File: config.mk
export PLATFORM = sky130hd
export DESIGN_NAME = instr_fetch_unit
export DESIGN_NICKNAME = d
export VERILOG_FILES = /design/src/rtl/instr_fetch_unit.sv
export SDC_FILE = /design/constraint.sdc
export NUM_CORES = 1
export LEC_CHECK = 0
export CAP_MARGIN = 20
export CORE_UTILIZATION = 50
export CTS_CLUSTER_SIZE = 24
export DETAILED_ROUTE_END_ITERATION = 6
export DONT_BUFFER_PORTS = 1
export PLACE_DENSITY_LB_ADDON = 0.25
export SETUP_SLACK_MARGIN = 0.3
export SYNTH_ARGS = -nofsm -noshare
export SYNTH_HDL_FRONTEND = slang
export SYNTH_SLANG_ARGS = --single-unit
File: constraint.sdc
create_clock -name clk -period 5.06 [get_ports clk]
set_input_delay 1.518 -clock clk [delete_from_list [all_inputs] [get_ports clk]]
set_output_delay 1.518 -clock clk [all_outputs]
set_load 0.05 [all_outputs]
File: src/rtl/instr_fetch_unit.sv
// instr_fetch_unit: PC holder fetching words over req/ack and presenting them to decode over valid/ready
module instr_fetch_unit #(
  parameter logic [31:0] RESET_PC  = 32'h0000_0000,
  parameter logic [31:0] NOP_INSTR = 32'h0000_0013
) (
  input  logic        clk,
  input  logic        rst,
  output logic        mem_req,
  output logic [31:0] mem_addr,
  input  logic        mem_ack,
  input  logic [31:0] mem_rdata,
  output logic [31:0] instr,
  output logic [31:0] instr_pc,
  output logic        instr_valid,
  input  logic        instr_ready,
  input  logic        redirect_valid,
  input  logic [31:0] redirect_pc,
  output logic        fetch_fault,
  output logic [31:0] fetch_count
);
  typedef enum logic [1:0] {FETCH, DRAIN, HALT} state_t;
  state_t      state;
  logic [31:0] pc;
  logic        ack, xfer, misal, pend;
  always_comb begin
    ack   = mem_req && mem_ack;
    xfer  = instr_valid && instr_ready;
    misal = redirect_pc[1:0] != 2'b00;
    pend  = mem_req && !mem_ack;
  end
  // A request still waiting for its ack must be held; DRAIN and HALT just wait it out and drop the data
  always_ff @(posedge clk) begin
    if (rst) begin
      state       <= FETCH;
      pc          <= RESET_PC;
      mem_req     <= 1'b0;
      mem_addr    <= RESET_PC;
      instr       <= NOP_INSTR;
      instr_pc    <= RESET_PC;
      instr_valid <= 1'b0;
      fetch_fault <= 1'b0;
      fetch_count <= 32'd0;
    end else if (state != HALT && redirect_valid) begin
      pc          <= redirect_pc;
      instr_valid <= 1'b0;
      instr       <= NOP_INSTR;
      mem_req     <= pend;
      state       <= misal ? HALT : pend ? DRAIN : FETCH;
      if (misal) fetch_fault <= 1'b1;
    end else if (state == FETCH) begin
      if (ack) begin
        instr       <= mem_rdata;
        instr_pc    <= pc;
        instr_valid <= 1'b1;
        pc          <= pc + 32'd4;
        mem_req     <= 1'b0;
      end else begin
        if (xfer) begin
          instr_valid <= 1'b0;
          instr       <= NOP_INSTR;
        end
        if (!mem_req && (!instr_valid || instr_ready)) begin
          mem_req  <= 1'b1;
          mem_addr <= pc;
        end
      end
      if (xfer) fetch_count <= fetch_count + 32'd1;
    end else if (ack) begin
      mem_req <= 1'b0;
      state   <= state == DRAIN ? FETCH : HALT;
    end
  end
endmodule

==> impl_results.md <==
- Synth Cell Area: roughly 6700 um2
- Commonest cells after routing, fill and taps aside: 165 x dfxtp_1, 163 x nand2_1, 85 x a21oi_1
- CP Cell Sequence: nor3_2 > and4_1 > nor4b_2 > nor3b_1 > mux2_1
- Largest stage delay on the critical path: about 0.59 ns
- Drt drc: 0
- TritonCTS clock tree: built
- Fin crit period: slightly above 3 ns
- WP data required: 5.36 ns
- Simple-gate share of the synthesized area: 24.25%
- Slew HR: 32.95%
- Design area: around 7400 um2
- Share of layout cells above drive strength 1: 6.399%
- Post-Layout Cell Count: a little under 1k
- Cell depth of the worst flop-to-flop path: 5
- Core box area: around 13,000 um2
- CTS max path bufs: 2
- Fin. Hold Viols: 0
- Post-synthesis xor/xnor area fraction: 5.199%
- Grt total ovfl: 0
- Routed WL per cell: about 18 um
- Syn_nets: 887
- NumNets Final: approximately 860
- Seq/Total Area, Yosys: 49.02%
- Worst-Margin Slew: ~1 ns
- Die area: 13,950 um2
- Row count: 42
- Area leader, netlist: dfxtp_1
- Post-CTS Setup Inserts: 0
- Cell count after synthesis: ~800
- CTS buffer count: 17
- Worst hold start: pc[0]$_SDFFE_PP0P_
- Pre-antenna DRT Iters: 5
- Critical path type: primary input to flip-flop
- Gr usage total: 24.68%
- CTS sink count: about 170
- Antenna-violating nets left: 0
- Reg2reg setup slack: ~2.1 ns
- Hold Slack: roughly 0.47 ns
- Reg clk slew, reported paths: about 0.06 ns
- Crit path DAT: 3.32 ns
- Fin Setup TNS: 0 ns
- First-pass GRT wire length: 27,470 um
- Clk_lat worst skew: 0.42 ns
- FF+latch count, synth: 165
- Final Setup Violations: 0
- RD Place Congestion: between 0.8 and 0.9
- CP delay by family, top: simple AND/OR/NAND/NOR gates
- Leakage: about 2.4 nW
- Vias in the first global route: 5,465
- Pins Over Slew Limit: 0
- Buffers plus inverters on the worst setup path: 0
- Synth top area share: around 49%
- Vias: approximately 5.8k
- Vias per cell: approximately 5.9
- Starting Density: between 50% and 60%
- Fmax: 331.3 MHz
- Placed inst area: roughly 7000 um2
- Syn_area_per_cell: approximately 8.3 um2
- Mux cell area share after synthesis: less than 1%
- Setup slack after layout: between 2 and 2.5 ns
- Area growth syn-to-layout: 9.580%
- Main combinational cell family by area after synthesis: simple AND/OR/NAND/NOR gates
- Max Clock Skew: about 0.0067 ns
- Outcome: completed
- WHS Path Cells: 2
- Adder-cell share of the synthesized area: less than 1%
- Crit path capture type: flip-flop
- Worst Hold Class: flip-flop to flip-flop
- Post-place setup slack: ~1.6 ns
- Worst hold endpoint: mem_addr[0]$_SDFFE_PP0P_
- Largest net degree at the start of global routing: ~130
- # IOs: 200
- Cells after DPL: between 900 and 1k
- Fill count: 1,230
- Cts hold-fix bufs: 0
- Initial antenna violation count: 0
- Post-synth EDFFs: 0
- Final period utilization: 59.65%
- Pwr Density: 375.9 nW/um2
- # diodes: 0
- Worst vdd ir: about 0.00022 V
- Dominant synthesized flop cell: dfxtp_1
- Routed WL: about 17,000 um
- CTS H-tree depth: 4
- Max-Cap Viols: 0
- Count of cell types in the netlist: just over 50
- Critical R2R Launch: fetch_count[3]$_SDFFE_PP0P_
- IO Port Bufs: 0
- Post-DP HPWL: 11,740 um
- Post-CTS sizing: 0
- Syn. warnings: 0
- CP startpoint kind: primary input
- Most common cell after layout, fill and taps aside: dfxtp_1
- Clock root buffer: clkbuf_16
- Synth Area in Compound Gates: 16.73%
- Asr flop ratio synth: 0%
- RSZ-0062 raised after global routing: no
- Die width: roughly 120 um
- Iter 0 DRT Violations: around 430
- Slowest stage cell, crit path: nor4b_2
- Worst-path fanout max: 12
- Die Y: around 120 um
- Largest cells by area after synthesis: dfxtp_1 49%, nand2_1 9.1%, a21oi_1 6.3%
- Final Total Pwr: between 2 and 3 mW
- Reg2reg end: fetch_count[31]$_SDFFE_PP0P_
- Fin util: between 50% and 60%
synthesized netlist by cell type, drive strengths merged, types with 9 or more instances:
cell / n
o21ai: 12
xnor2: 22
clkbuf: 51
nand2: 163
and3: 10
a21oi: 85
xor2: 18
nor2: 76
nand3: 28
dfxtp: 165
o22ai: 11
nand4: 16
inv: 12
and4: 9
nor3: 14
a22oi: 40
worst min-delay path: cells and delay by family (launching register included):
family          cells  cell delay [ns]
compound gates      1             0.05
flops               1             0.33
simple gates        1             0.06
sequential cells by signal (all words and copies together), names as in the netlist:
register and count:
fetch_count 32, fetch_fault 1, instr 32, instr_pc 32, instr_valid 1, mem_addr 32
mem_req 1, pc 32, state 2
layout make-up:
type | count | area (um2) | share of cell area (%)
Clock buffer | 18 | 429.2 | 5.812
Clock inverter | 14 | 128.9 | 1.745
Inverter | 12 | 45.04 | 0.6100
Multi-Input combinational cell | 580 | 3183 | 43.10
Sequential cell | 165 | 3303 | 44.73
Tap cell | 176 | 220.2 | 2.982
Timing Repair Buffer | 8 | 75.07 | 1.017
kinds of logic (layout without fill, tap and decap cells):
family | after synthesis | count (layout)
compound gates | 181 | 181
xor+xnor | 40 | 40
fa+ha+maj | 2 | 2
buf+inv | 71 | 52
flops | 165 | 165
mux | 2 | 2
simple gates | 355 | 355
how the worst max path moves through the flow:
stage                   startpoint                      endpoint  depth (start not counted)
floorplan           redirect_valid  fetch_count[31]$_SDFFE_PP0P_                          5
global placement    redirect_valid  fetch_count[31]$_SDFFE_PP0P_                          5
detailed placement  redirect_valid  fetch_count[31]$_SDFFE_PP0P_                          5
CTS                 redirect_valid  fetch_count[31]$_SDFFE_PP0P_                          5
global route        redirect_valid  fetch_count[31]$_SDFFE_PP0P_                          5
finish              redirect_valid  fetch_count[31]$_SDFFE_PP0P_                          5
layer usage:
metal  GRT usage, %  vias up  routed length (um)
met5              0        -                   0
met4          12.42        0                 488
met3          9.012       39                1449
met2          38.60      205                7977
met1          29.74     2734                7184
li1               -     2775                   -
where the power goes:
| part | switching, mW | leakage [nW] | internal (mW) |
|---|---|---|---|
| Combinational | 0.0822 | 0.793 | 0.0527 |
| Sequential | 0.0974 | 1.34 | 1.33 |
| Clock | 0.530 | 0.256 | 0.681 |
| Total | 0.710 | 2.39 | 2.07 |
Power figures use the tool's default switching activity.
